===== src/rtl/i2s_stereo_arbiter_pkg.sv =====
// i2s_pkg: definitions shared by the I2S stereo arbiter and its sample FIFOs.
//   CH_L / CH_R  : channel codes. They are also the m_axis_tid values.
//   SAMPLE_W     : width of one captured sample.
//   arb_state_e  : arbiter state (RUN / FLUSH).
//   beat_t       : one output beat (data, channel id, frame-end flag).
package i2s_pkg;

    localparam logic CH_L     = 1'b0;
    localparam logic CH_R     = 1'b1;
    localparam int   SAMPLE_W = 8;

    typedef enum logic {
        RUN   = 1'b0,
        FLUSH = 1'b1
    } arb_state_e;

    typedef struct packed {
        logic [SAMPLE_W-1:0] data;
        logic                id;
        logic                last;
    } beat_t;

endpackage


===== src/rtl/i2s_sample_fifo.sv =====
// i2s_sample_fifo: single-clock FIFO for one audio channel. Storage is registered.
//   clk, rst   : clock and synchronous active-high reset
//   flush      : empties the FIFO this cycle. It overrides push and pop.
//   push/wdata : write request and data. A push while full is refused unless a pop
//                happens in the same cycle.
//   pop        : read request. It is ignored while empty.
//   rdata      : head entry. It is meaningful only while not empty.
//   full/empty : status flags
//   overflow   : a push was refused because the FIFO is full
module i2s_sample_fifo #(
    parameter int DEPTH = 4,
    parameter int WIDTH = 8
) (
    input  logic             clk,
    input  logic             rst,
    input  logic             flush,
    input  logic             push,
    input  logic [WIDTH-1:0] wdata,
    input  logic             pop,
    output logic [WIDTH-1:0] rdata,
    output logic             full,
    output logic             empty,
    output logic             overflow
);
    localparam int AW = $clog2(DEPTH);

    // Each pointer is an index plus one wrap bit. Pointers are equal when the FIFO
    // is empty. They differ only in the wrap bit when it is full.
    logic [AW:0]      wr_ptr, rd_ptr;
    logic [WIDTH-1:0] mem [DEPTH];
    logic             do_push, do_pop;

    assign empty    = (wr_ptr == rd_ptr);
    assign full     = (wr_ptr[AW] != rd_ptr[AW]) && (wr_ptr[AW-1:0] == rd_ptr[AW-1:0]);
    assign do_pop   = pop && !empty && !flush;
    // A read in the same cycle frees a slot, so a write while full is still taken.
    assign do_push  = push && !flush && (!full || do_pop);
    assign overflow = push && !flush && full && !do_pop;
    assign rdata    = mem[rd_ptr[AW-1:0]];

    always_ff @(posedge clk) begin
        if (rst || flush) begin
            wr_ptr <= '0;
            rd_ptr <= '0;
        end else begin
            if (do_push) wr_ptr <= wr_ptr + 1'b1;
            if (do_pop)  rd_ptr <= rd_ptr + 1'b1;
        end
    end

    // When full, the write slot is the slot being read. The head value still
    // drives rdata this cycle and is replaced only at the clock edge.
    always_ff @(posedge clk) begin
        if (!rst && do_push) mem[wr_ptr[AW-1:0]] <= wdata;
    end

endmodule


===== src/rtl/i2s_stereo_arbiter.sv =====
// i2s_stereo_arbiter: buffers the left and right I2S capture streams and
// interleaves them L,R,L,R onto one AXI-Stream master. tid gives the channel and
// tlast is high on the right beat. The upstream streams ignore backpressure, so
// overflowing samples are dropped and counted. If L/R pairing is lost (the granted
// FIFO is empty while the other is full), both FIFOs are flushed for one cycle.
//   sys_clk, sys_rst      : clock and synchronous active-high reset
//   enable                : 0 flushes the FIFOs, discards inputs and resets grant to L
//   s_axis_*_l / _r       : per-channel sample strobes. tready is informational only.
//   m_axis_*              : interleaved output stream
//   stat_clear            : zeros drop_cnt_l/r and resync_cnt (saturating counters)
// Optional macro I2S_ARB_SWAP_EN adds the input swap_lr. While enable=0 it is
// captured, and the value present when enable rises is held. When that value is 1,
// the right input feeds tid=0.
module i2s_stereo_arbiter
    import i2s_pkg::*;
#(
    parameter int DEPTH = 4,
    parameter int CNT_W = 8
) (
    input  logic                sys_clk,
    input  logic                sys_rst,
    input  logic                enable,
    input  logic [SAMPLE_W-1:0] s_axis_tdata_l,
    input  logic                s_axis_tvalid_l,
    output logic                s_axis_tready_l,
    input  logic [SAMPLE_W-1:0] s_axis_tdata_r,
    input  logic                s_axis_tvalid_r,
    output logic                s_axis_tready_r,
    output logic [SAMPLE_W-1:0] m_axis_tdata,
    output logic                m_axis_tvalid,
    input  logic                m_axis_tready,
    output logic                m_axis_tid,
    output logic                m_axis_tlast,
`ifdef I2S_ARB_SWAP_EN
    input  logic                swap_lr,
`endif
    input  logic                stat_clear,
    output logic [CNT_W-1:0]    drop_cnt_l,
    output logic [CNT_W-1:0]    drop_cnt_r,
    output logic [CNT_W-1:0]    resync_cnt
);
    arb_state_e                 state;
    logic                       grant;
    logic                       swap, run, flush, fire, desync, drop_l, drop_r;
    logic [1:0][SAMPLE_W-1:0]   in_data, fifo_rdata;
    logic [1:0]                 in_valid, fifo_push, fifo_pop, fifo_full, fifo_empty, fifo_ovf;
    logic [1:0]                 fifo_src;
    beat_t                      beat;

`ifdef I2S_ARB_SWAP_EN
    logic swap_q;
    always_ff @(posedge sys_clk) begin
        if (sys_rst)     swap_q <= 1'b0;
        else if (!enable) swap_q <= swap_lr;
    end
    assign swap = swap_q;
`else
    assign swap = 1'b0;
`endif

    assign in_data  = {s_axis_tdata_r, s_axis_tdata_l};
    assign in_valid = {s_axis_tvalid_r, s_axis_tvalid_l};
    assign run      = enable && (state == RUN);
    assign flush    = !enable || (state == FLUSH);

    // Index 0 is always the tid=0 FIFO. The swap changes only which input feeds it.
    for (genvar ch = 0; ch < 2; ch++) begin : g_ch
        assign fifo_src[ch]  = swap ^ 1'(ch);
        assign fifo_push[ch] = run && in_valid[fifo_src[ch]];
        assign fifo_pop[ch]  = fire && (grant == 1'(ch));

        i2s_sample_fifo #(.DEPTH(DEPTH), .WIDTH(SAMPLE_W)) u_fifo (
            .clk      (sys_clk),
            .rst      (sys_rst),
            .flush    (flush),
            .push     (fifo_push[ch]),
            .wdata    (in_data[fifo_src[ch]]),
            .pop      (fifo_pop[ch]),
            .rdata    (fifo_rdata[ch]),
            .full     (fifo_full[ch]),
            .empty    (fifo_empty[ch]),
            .overflow (fifo_ovf[ch])
        );
    end

    // The left input feeds FIFO index 'swap'. The right input feeds the other FIFO.
    assign drop_l          = fifo_ovf[swap];
    assign drop_r          = fifo_ovf[~swap];
    assign s_axis_tready_l = !fifo_full[swap];
    assign s_axis_tready_r = !fifo_full[~swap];

    assign m_axis_tvalid = run && !fifo_empty[grant];
    assign fire          = m_axis_tvalid && m_axis_tready;
    assign desync        = run && fifo_empty[grant] && fifo_full[~grant];

    // Data is forced to zero while idle, so an empty FIFO never shows stale storage.
    assign beat.data    = m_axis_tvalid ? fifo_rdata[grant] : '0;
    assign beat.id      = grant;
    assign beat.last    = grant;
    assign m_axis_tdata = beat.data;
    assign m_axis_tid   = beat.id;
    assign m_axis_tlast = beat.last;

    always_ff @(posedge sys_clk) begin
        if (sys_rst || !enable) begin
            state <= RUN;
            grant <= CH_L;
        end else begin
            case (state)
                RUN: begin
                    if (desync)    state <= FLUSH;
                    else if (fire) grant <= ~grant;
                end
                FLUSH: begin
                    state <= RUN;
                    grant <= CH_L;
                end
                default: begin
                    state <= RUN;
                    grant <= CH_L;
                end
            endcase
        end
    end

    // A clear and an increment in the same cycle leave the counter at 1.
    function automatic logic [CNT_W-1:0] cnt_next(input logic [CNT_W-1:0] c,
                                                  input logic inc, input logic clr);
        if (clr)               return inc ? CNT_W'(1) : '0;
        if (inc && (c != '1))  return c + 1'b1;
        return c;
    endfunction

    always_ff @(posedge sys_clk) begin
        if (sys_rst) begin
            drop_cnt_l <= '0;
            drop_cnt_r <= '0;
            resync_cnt <= '0;
        end else begin
            drop_cnt_l <= cnt_next(drop_cnt_l, drop_l, stat_clear);
            drop_cnt_r <= cnt_next(drop_cnt_r, drop_r, stat_clear);
            resync_cnt <= cnt_next(resync_cnt, desync, stat_clear);
        end
    end

endmodule


===== config.mk =====
export PLATFORM = sky130hd
export DESIGN_NAME = i2s_stereo_arbiter
export DESIGN_NICKNAME = d
export VERILOG_FILES = /design/src/rtl/i2s_stereo_arbiter_pkg.sv /design/src/rtl/i2s_sample_fifo.sv /design/src/rtl/i2s_stereo_arbiter.sv
export SDC_FILE = /design/constraint.sdc
export NUM_CORES = 1
export LEC_CHECK = 0
export BUFFER_PORTS_ARGS = -buffer_cell sky130_fd_sc_hd__clkbuf_2
export CAP_MARGIN = 20
export CORE_MARGIN = 5
export CORE_UTILIZATION = 29
export DETAILED_ROUTE_END_ITERATION = 10
export HOLD_SLACK_MARGIN = 0.03
export PLACE_DENSITY = 0.53
export SYNTH_ARGS = -nofsm -noshare
export SYNTH_HDL_FRONTEND = slang
export SYNTH_HIERARCHICAL = 1
export SYNTH_SLANG_ARGS = --single-unit

===== constraint.sdc =====
create_clock -name sys_clk -period 3.25 [get_ports sys_clk]
set_clock_uncertainty 0.1 [all_clocks]
set_input_delay 0.65 -clock sys_clk [delete_from_list [all_inputs] [get_ports sys_clk]]
set_output_delay 0.65 -clock sys_clk [all_outputs]
set_load 0.02 [all_outputs]

==> impl_metrics.env, run 1 <==
export IMPL_vias=3072
export IMPL_clkSinkCount=106
export IMPL_p_per_area_nw_per_um2=450
export IMPL_grt_max_degree=20
export IMPL_rows=47
export IMPL_r2r_slack_ns=0.33
export IMPL_post_cts_resized=0
export IMPL_die_h_microns=139
export IMPL_setup_tns_ns=0
export IMPL_min_from="resync_cnt[6]"
export IMPL_fin_hold_ws_ns=0.400
export IMPL_first_iter_violations=104
export IMPL_gp_congestion=0.768
export IMPL_path_cells="xnor2_2 > nand2_1 > nor2_1 > mux2i_1 > nand2_1 > inv_2 > and3_1 > nand2b_1 > nor4b_2 > buf_4 > and3_1 > nand4_1 > or4_1 > nand2_1"
export IMPL_place_area_sq_um=5330
export IMPL_areaGrowthSynthToFinish_pct=16.3
export IMPL_ant_nets=0
export IMPL_synthDistinctLibCells=57
export IMPL_yosysWarnings=6
export IMPL_power_mw=2.53
export IMPL_grt_pass1_vias=3099
export IMPL_fin_nets=461
export IMPL_avgViaCountPerCell=4.73
export IMPL_relSlewSlack_pct=51.3
export IMPL_max_stage_delay_ns=0.40
export IMPL_fin_area_sq_um=5620
export IMPL_synth_fp_nets=403
export IMPL_postCtsHoldBufs=0
export IMPL_dieArea_sq_um=19300
export IMPL_ys_seq_area_share_pct=57.2
export IMPL_netlist_instances=367
export IMPL_pin_count=60
export IMPL_crit_start="g_ch[0].u_fifo/wr_ptr[1]"
export IMPL_track_usage_pct=10.4
export IMPL_start_util_pct=29.4
export IMPL_synth_main_ff_cell="edfxtp_1"
export IMPL_critPathSlowestCell="or4_1"
export IMPL_status="finished clean"
export IMPL_wire_per_inst_microns=15.2
export IMPL_io_buffers=59
export IMPL_worstSetupPathType="register to register"
export IMPL_crit_arrival_ns=3.11
export IMPL_crit_path_end_kind="register"
export IMPL_dr_pass1_iters=4
export IMPL_grt_overflow=0
export IMPL_route_detailed_drc=0
export IMPL_max_cap_viol_count=0
export IMPL_final_common_cell="edfxtp_1"
export IMPL_grt_antenna_before_repair=0
export IMPL_start_kind="register"
export IMPL_synth_edff_count=64
export IMPL_clk_insertion_delay_late_ns=0.34
export IMPL_crit_top_cell="nand2_1"
export IMPL_tritoncts="built"
export IMPL_ir_worst_vdd_mv=0.323
export IMPL_slew_viol_final=0
export IMPL_period_minus_slack_ns=2.92
export IMPL_dp_final_hpwl_microns=7160
export IMPL_cp_required_ns=3.44
export IMPL_root_buffer="clkbuf_16"
export IMPL_layout_drive_gt1_share_pct=26.7
export IMPL_grt_pass1_wl_microns=16100
export IMPL_postRouteWirelength_microns=9870
export IMPL_cts_setup_buffers=0
export IMPL_finalHoldViolations=0
export IMPL_synth_top_area_cell="edfxtp_1"
export IMPL_ys_ff_latch=106
export IMPL_clockBufferDepth=2
export IMPL_regToRegStartpoint="g_ch[0].u_fifo/wr_ptr[1]"
export IMPL_fmax_mhz=342
export IMPL_clk_pin_slew_ns=0.07
export IMPL_htreeDepth=3
export IMPL_final_cell_count_no_fill=650
export IMPL_layout_common_cells="edfxtp_1, clkbuf_2, dfxtp_1"
export IMPL_core_sq_um=16500
export IMPL_cts_buffers=9
export IMPL_synth_area_sq_um=4830
export IMPL_dp_cells=634
export IMPL_insertedDiodeCount=0
export IMPL_finalSetupViolCount=0
export IMPL_power_leakage_nw=1.99
export IMPL_syn_avg_cell_area_sq_um=13.2
export IMPL_tightest_slew_ns=0.728
export IMPL_synth_async_sr_flop_share_pct=0
export IMPL_cp_max_fo=5
export IMPL_hp_class="register to register"
export IMPL_netlist_area_leader_share_pct=39.8
export IMPL_period_share_pct=89.9
export IMPL_synth_area_leaders="edfxtp_1, dfxtp_1, mux4_2"
export IMPL_die_w_microns=139
==> registers in the layout, summed over array words and instances, names as in the netlist, named ones only <==
| name | cells |
|---|---|
| drop_cnt_r | 8 |
| g_ch.u_fifo/rd_ptr | 6 |
| m_axis_tid | 1 |
| drop_cnt_l | 8 |
| g_ch.u_fifo/wr_ptr | 6 |
| state | 1 |
| resync_cnt | 8 |
| g_ch.u_fifo/mem | 64 |
==> per-layer routing <==
layer	global-route usage, %	share of wire [%]
met3	2.97	4.6
met1	14.5	49
met2	16.3	45
met4	2.16	1.0
met5	0	0
==> cell families after synthesis <==
family                     Yosys count  share of synthesized area, %
and+or+nand+nor                    108                          13.1
DFF                                106                          57.2
AOI/OAI and AO/OA                   63                          9.81
buffers and inverters               36                          3.75
muxes                               29                          10.1
adders and majority gates           13                          3.37
xor gates and xnor gates            12                          2.64
==> cell type report <==
type                    count  area (sq um)
clock buffers              10           229
clock inverters             6          56.3
fillers                  1655         10800
inverters                  19          71.3
multi-input cells         225          1900
flip-flops and latches    106          2760
well taps                 220           275
repair buffers             64           333
==> Yosys cell counts (all sizes together), types with 4 or more instances <==
| master | instances |
|---|---|
| and2 | 12 |
| nand3 | 8 |
| nand4 | 10 |
| o21ai | 8 |
| dfxtp | 42 |
| a31oi | 8 |
| mux2i | 13 |
| edfxtp | 64 |
| o211ai | 4 |
| nand2 | 11 |
| a41o | 4 |
| nor3 | 5 |
| xnor2 | 10 |
| and3 | 4 |
| and4 | 6 |
| buf | 13 |
| nor2 | 30 |
| mux4 | 16 |
| a21oi | 15 |
| clkbuf | 4 |
| inv | 19 |
| o31ai | 5 |
| ha | 13 |
| nand2b | 4 |
==> critical path: cells and delay by family, from the launching register on <==
kind / cells / cell delay (ns)
muxes: 1 / 0.09
xor gates and xnor gates: 1 / 0.29
and+or+nand+nor: 10 / 1.79
DFF: 1 / 0.37
buffers and inverters: 2 / 0.23
==> where the power goes <==
group | internal, mW | leakage (nW) | total, mW | switching [mW]
logic | 0.0244 | 0.941 | 0.0683 | 0.0438
registers | 1.43 | 0.915 | 1.43 | 0.00188
clock network | 0.536 | 0.137 | 1.04 | 0.499
==> metrics by stage <==
step	utilization [%]	setup WS (ns)
6_report	34.1	0.327
5_1_grt	34.1	-0.00409
4_1_cts	34.1	0.203
3_5_place_dp	32.4	0.234
3_3_place_gp	32.4	0.265
2_1_floorplan	-	0.206
==> worst paths after layout <==
kind | to | cells past startpoint
setup / recovery | drop_cnt_r[5] | 14
hold / removal | resync_cnt[6] | 1
setup reg to reg | drop_cnt_r[5] | 14
hold reg to reg | resync_cnt[6] | 1
No activity file was read; power rests on OpenSTA's default activity.
==> inputs of run 2 (changes only) <==
--- a/config.mk
+++ b/config.mk
@@ -5,6 +5,7 @@
 export SDC_FILE = /design/constraint.sdc
 export NUM_CORES = 1
 export LEC_CHECK = 0
+export ABC_AREA = 1
 export BUFFER_PORTS_ARGS = -buffer_cell sky130_fd_sc_hd__clkbuf_2
 export CAP_MARGIN = 20
 export CORE_MARGIN = 5
==> impl_metrics.env, run 2 <==
export IMPL_power_leakage_nw=2.21
export IMPL_clockBufferDepth=2
export IMPL_cts_setup_buffers=0
export IMPL_p_per_area_nw_per_um2=455
export IMPL_post_cts_resized=0
export IMPL_ys_ff_latch=106
export IMPL_ir_worst_vdd_mv=0.256
export IMPL_synth_area_sq_um=4860
export IMPL_netlist_area_leader_share_pct=39.5
export IMPL_die_w_microns=139
export IMPL_rows=47
export IMPL_synth_top_area_cell="edfxtp_1"
export IMPL_grt_pass1_vias=3737
export IMPL_dp_cells=804
export IMPL_clk_pin_slew_ns=0.07
export IMPL_yosysWarnings=6
export IMPL_postRouteWirelength_microns=11300
export IMPL_htreeDepth=3
export IMPL_dp_final_hpwl_microns=8520
export IMPL_synth_main_ff_cell="edfxtp_1"
export IMPL_insertedDiodeCount=0
export IMPL_grt_max_degree=21
export IMPL_cp_required_ns=2.50
export IMPL_areaGrowthSynthToFinish_pct=18.9
export IMPL_relSlewSlack_pct=53.6
export IMPL_clkSinkCount=106
export IMPL_synth_async_sr_flop_share_pct=0
export IMPL_wire_per_inst_microns=13.8
export IMPL_grt_overflow=0
export IMPL_cts_buffers=9
export IMPL_root_buffer="clkbuf_16"
export IMPL_finalSetupViolCount=0
export IMPL_slew_viol_final=0
export IMPL_fmax_mhz=349
export IMPL_fin_nets=631
export IMPL_place_area_sq_um=5470
export IMPL_max_cap_viol_count=0
export IMPL_start_kind="register"
export IMPL_worstSetupPathType="register to output pin"
export IMPL_vias=3791
export IMPL_postCtsHoldBufs=0
export IMPL_layout_drive_gt1_share_pct=19.2
export IMPL_track_usage_pct=11.9
export IMPL_status="finished clean"
export IMPL_period_share_pct=88.1
export IMPL_cp_max_fo=17
export IMPL_syn_avg_cell_area_sq_um=9.31
export IMPL_crit_arrival_ns=2.11
export IMPL_pin_count=60
export IMPL_io_buffers=59
export IMPL_synth_area_leaders="edfxtp_1, dfxtp_1, nand2_1"
export IMPL_first_iter_violations=144
export IMPL_die_h_microns=139
export IMPL_path_cells="inv_1 > o21ai_0 > o22ai_1 > nand2_1 > a21oi_1 > clkbuf_2"
export IMPL_synth_most_common_cell="nand2_1"
export IMPL_finalHoldViolations=0
export IMPL_gp_congestion=0.880
export IMPL_setup_tns_ns=0
export IMPL_route_detailed_drc=0
export IMPL_final_cell_count_no_fill=820
export IMPL_rsz0062_at_grt="no"
export IMPL_synth_common_cells="nand2_1, nor2_1, edfxtp_1"
export IMPL_ys_seq_area_share_pct=56.8
export IMPL_grt_antenna_before_repair=0
export IMPL_tightest_slew_ns=0.695
export IMPL_synth_edff_count=64
export IMPL_fin_area_sq_um=5780
export IMPL_avgViaCountPerCell=4.62
export IMPL_start_util_pct=29.4
export IMPL_grt_pass1_wl_microns=18700
export IMPL_crit_path_end_kind="output pin"
export IMPL_netlist_instances=522
export IMPL_dr_pass1_iters=5
export IMPL_ant_nets=0
export IMPL_dieArea_sq_um=19400
export IMPL_layout_common_cells="nand2_1, nor2_1, edfxtp_1"
export IMPL_largest_reg_flops=64
export IMPL_clk_insertion_delay_late_ns=0.35
export IMPL_final_common_cell="nand2_1"
export IMPL_synth_fp_nets=558
export IMPL_max_stage_delay_ns=0.65
export IMPL_critPathSlowestCell="dfxtp_1"
export IMPL_core_sq_um=16500
export IMPL_tritoncts="built"
export IMPL_hp_class="register to register"
export IMPL_synthDistinctLibCells=34
export IMPL_period_minus_slack_ns=2.86
==> run 2: cell types whose count changed after synthesis, moves of 7 or more <==
cell | previous run | this run
nor2_1 | 30 | 76
xnor2_1 | 8 | 1
o22ai_1 | 0 | 17
and2_1 | 12 | 0
nand2_1 | 11 | 86
inv_1 | 18 | 55
mux2i_1 | 13 | 0
o21ai_0 | 6 | 43
a21oi_1 | 15 | 28
mux4_2 | 16 | 0
nand3_1 | 8 | 28
nor3b_1 | 0 | 9
==> run 2: metal layers <==
layer	GRT usage (%)	routed length, microns	vias to the layer above
met3	3.84	633	16
met2	19.0	5120	91
met4	4.22	214	0
li1	-	-	1914
met1	15.2	5330	1770
met5	0	0	-
==> run 2: worst max-delay path: cells and delay by family (launching register included) <==
kind,cells,cell delay (ns)
compound gates,3,0.53
flops,1,0.65
buf+inv,2,0.52
simple gates,1,0.08
==> run 2: worst paths after layout <==
check	from	endpoint	slack, ns	depth (start not counted)
worst min-delay path	state	m_axis_tid	0.35	1
worst max register to register	m_axis_tid	drop_cnt_l[5]	0.61	12
worst max-delay path	register	m_axis_tdata[2]	0.39	6
worst min register to register	state	m_axis_tid	0.35	1
==> run 2: cells by family after synthesis <==
group	synth area share, %
flops	56.8
simple gates	21.5
fa+ha+maj	3.35
xor+xnor	1.57
buf+inv	6.00
compound gates	10.8
==> run 2: report_power, final <==
part | switching (mW) | internal, mW | total, mW
Combinational | 0.0514 | 0.0240 | 0.0754
Sequential | 0.00241 | 1.43 | 1.43
Clock | 0.511 | 0.616 | 1.13
==> run 2: area by class of cell <==
| class | count | area [sq um] |
|---|---|---|
| tap | 220 | 275 |
| clock buffer | 9 | 225 |
| sequential | 106 | 2760 |
| inverter | 61 | 229 |
| fill | 1708 | 10700 |
| timing repair buffer | 72 | 393 |
| clock inverter | 7 | 90.1 |
| multi-input combinational | 345 | 1810 |
==> run 2: through the flow <==
step | hold slack (ns) | utilization (%) | setup slack, ns | total power, mW
2_1_floorplan | 0.298 | - | 0.296 | 1.49
3_3_place_gp | 0.330 | 33.1 | 0.678 | 1.53
3_5_place_dp | 0.326 | 33.1 | 0.632 | 1.54
4_1_cts | 0.345 | 35.0 | 0.377 | 2.67
5_1_grt | 0.365 | 35.0 | 0.181 | 2.73
6_report | 0.349 | 35.0 | 0.388 | 2.63
==> inputs of run 3 (changes only) <==
--- a/config.mk
+++ b/config.mk
@@ -8,11 +8,13 @@
 export ABC_AREA = 1
 export BUFFER_PORTS_ARGS = -buffer_cell sky130_fd_sc_hd__clkbuf_2
 export CAP_MARGIN = 20
+export CELL_PAD_IN_SITES_DETAIL_PLACEMENT = 0
+export CELL_PAD_IN_SITES_GLOBAL_PLACEMENT = 1
 export CORE_MARGIN = 5
 export CORE_UTILIZATION = 29
 export DETAILED_ROUTE_END_ITERATION = 10
 export HOLD_SLACK_MARGIN = 0.03
-export PLACE_DENSITY = 0.53
+export PLACE_DENSITY = 0.63
 export SYNTH_ARGS = -nofsm -noshare
 export SYNTH_HDL_FRONTEND = slang
 export SYNTH_HIERARCHICAL = 1
==> impl_metrics.env, run 3 (synthesis gave the netlist of run 2 again) <==
export IMPL_grt_pass1_wl_microns=18400
export IMPL_first_iter_violations=140
export IMPL_worstSetupPathType="register to output pin"
export IMPL_period_share_pct=88.6
export IMPL_dp_final_hpwl_microns=8450
export IMPL_start_util_pct=29.4
export IMPL_cp_required_ns=2.50
export IMPL_seqCellArea_sq_um=2760
export IMPL_clk_insertion_delay_late_ns=0.35
export IMPL_root_buffer="clkbuf_16"
export IMPL_p_clk_share_pct=42.0
export IMPL_avgViaCountPerCell=4.51
export IMPL_tightest_slew_ns=0.735
export IMPL_rsz0062_at_grt="no"
export IMPL_dr_pass1_iters=4
export IMPL_cts_buffers=9
export IMPL_clk_pin_slew_ns=0.07
export IMPL_hp_class="register to register"
export IMPL_ant_nets=0
export IMPL_areaGrowthSynthToFinish_pct=18.6
export IMPL_grt_antenna_before_repair=0
export IMPL_multi_input_area_sq_um=1810
export IMPL_vias=3701
export IMPL_wire_per_inst_microns=13.8
export IMPL_fill_cells=1701
export IMPL_swShare_pct=22.9
export IMPL_relSlewSlack_pct=51.0
export IMPL_critPathTopFamily="buffers and inverters"
export IMPL_track_usage_pct=11.9
export IMPL_clockBufferDepth=2
export IMPL_p_sw_uw=592
export IMPL_fin_nets=631
export IMPL_power_share_sequential_pct=55.2
export IMPL_clkSinkCount=106
export IMPL_htreeDepth=3
export IMPL_dp_worst_setup_slack_ns=0.590
export IMPL_postRouteWirelength_microns=11300
export IMPL_ir_worst_vdd_mv=0.240
export IMPL_crit_path_end_kind="output pin"
export IMPL_combPwrFrac_pct=2.8
export IMPL_dieArea_sq_um=19400
export IMPL_max_stage_delay_ns=0.41
export IMPL_tritoncts="built"
export IMPL_power_leakage_nw=2.21
export IMPL_slew_viol_final=0
export IMPL_path_cells="inv_1 > nand2_1 > nand2_1 > nand3_2 > inv_1 > inv_1 > nand2_1 > a21oi_2 > inv_1 > a21oi_1 > clkbuf_2"
export IMPL_critPathSlowestCell="dfxtp_1"
export IMPL_p_per_area_nw_per_um2=449
export IMPL_post_cts_resized=0
export IMPL_cts_setup_buffers=0
export IMPL_largest_reg_flops=64
export IMPL_route_detailed_drc=0
export IMPL_cp_max_fo=8
export IMPL_grt_overflow=0
export IMPL_grt_max_degree=22
export IMPL_grt_pass1_vias=3626
export IMPL_internal_power_mw=2.00
export IMPL_die_w_microns=139
export IMPL_rows=47
export IMPL_layout_common_cells="nand2_1, nor2_1, edfxtp_1"
export IMPL_crit_arrival_ns=2.13
export IMPL_max_cap_viol_count=0
export IMPL_insertedDiodeCount=0
export IMPL_die_h_microns=139
export IMPL_status="finished clean"
export IMPL_layout_drive_gt1_share_pct=19.2
export IMPL_setup_tns_ns=0
export IMPL_fmax_mhz=347
export IMPL_finalHoldViolations=0
export IMPL_cp_num_buf_inv=5
export IMPL_io_buffers=59
export IMPL_period_minus_slack_ns=2.88
export IMPL_gp_congestion=0.851
export IMPL_pin_count=60
export IMPL_postCtsHoldBufs=0
export IMPL_crit_top_cell="inv_1"
export IMPL_fin_ws_ns=0.369
export IMPL_finalSetupViolCount=0
export IMPL_start_kind="register"
export IMPL_final_common_cell="nand2_1"
export IMPL_core_sq_um=16500
-- run 3: area by class of cell --
cell class / count / share of cell area (%)
Multi-Input combinational cell: 345 / 31.3
Clock inverter: 7 / 1.28
Timing Repair Buffer: 72 / 6.82
Clock buffer: 9 / 3.91
Tap cell: 220 / 4.78
Sequential cell: 106 / 47.9
Inverter: 61 / 3.97
-- run 3: path summary, 6_finish.rpt --
| check | depth (start not counted) | to | slack (ns) | start |
|---|---|---|---|---|
| worst min register to register | 1 | m_axis_tid | 0.33 | state |
| worst max-delay path | 11 | m_axis_tdata[7] | 0.37 | g_ch[1].u_fifo/wr_ptr[1] |
| worst min-delay path | 1 | m_axis_tid | 0.33 | state |
| worst max register to register | 15 | g_ch[1].u_fifo/mem[3][2] | 0.58 | g_ch[1].u_fifo/wr_ptr[1] |
-- run 3: metrics by stage --
step / power (mW) / std cells / area [sq um] / util, % / hold slack, ns
global route: 2.69 / 820 / 5760 / 34.9 / 0.361
global placement: 1.53 / 804 / 5470 / 33.1 / 0.333
detailed placement: 1.53 / 804 / 5470 / 33.1 / 0.320
CTS: 2.63 / 820 / 5760 / 34.9 / 0.334
finish: 2.59 / 820 / 5760 / 34.9 / 0.329
floorplan: 1.49 / 522 / 4860 / - / 0.298
-- run 3: routing by layer --
layer	wire length, microns	global-route usage, %	part of all wire, %	vias to the layer above
met3	437	3.88	3.9	10
met5	0	0	0	-
li1	-	-	-	1915
met2	5380	19.3	47	64
met4	108	3.35	0.95	0
met1	5400	15.2	48	1712
-- run 3: power by group through the flow --
stage / logic [mW] / clock network (mW) / registers [mW]
after floorplan: 0.0349 / 0 / 1.46
after global placement: 0.0756 / 0 / 1.46
final: 0.0732 / 1.09 / 1.43
after detailed placement: 0.0757 / 0 / 1.46
after global routing: 0.0828 / 1.18 / 1.43
after CTS: 0.0760 / 1.12 / 1.43
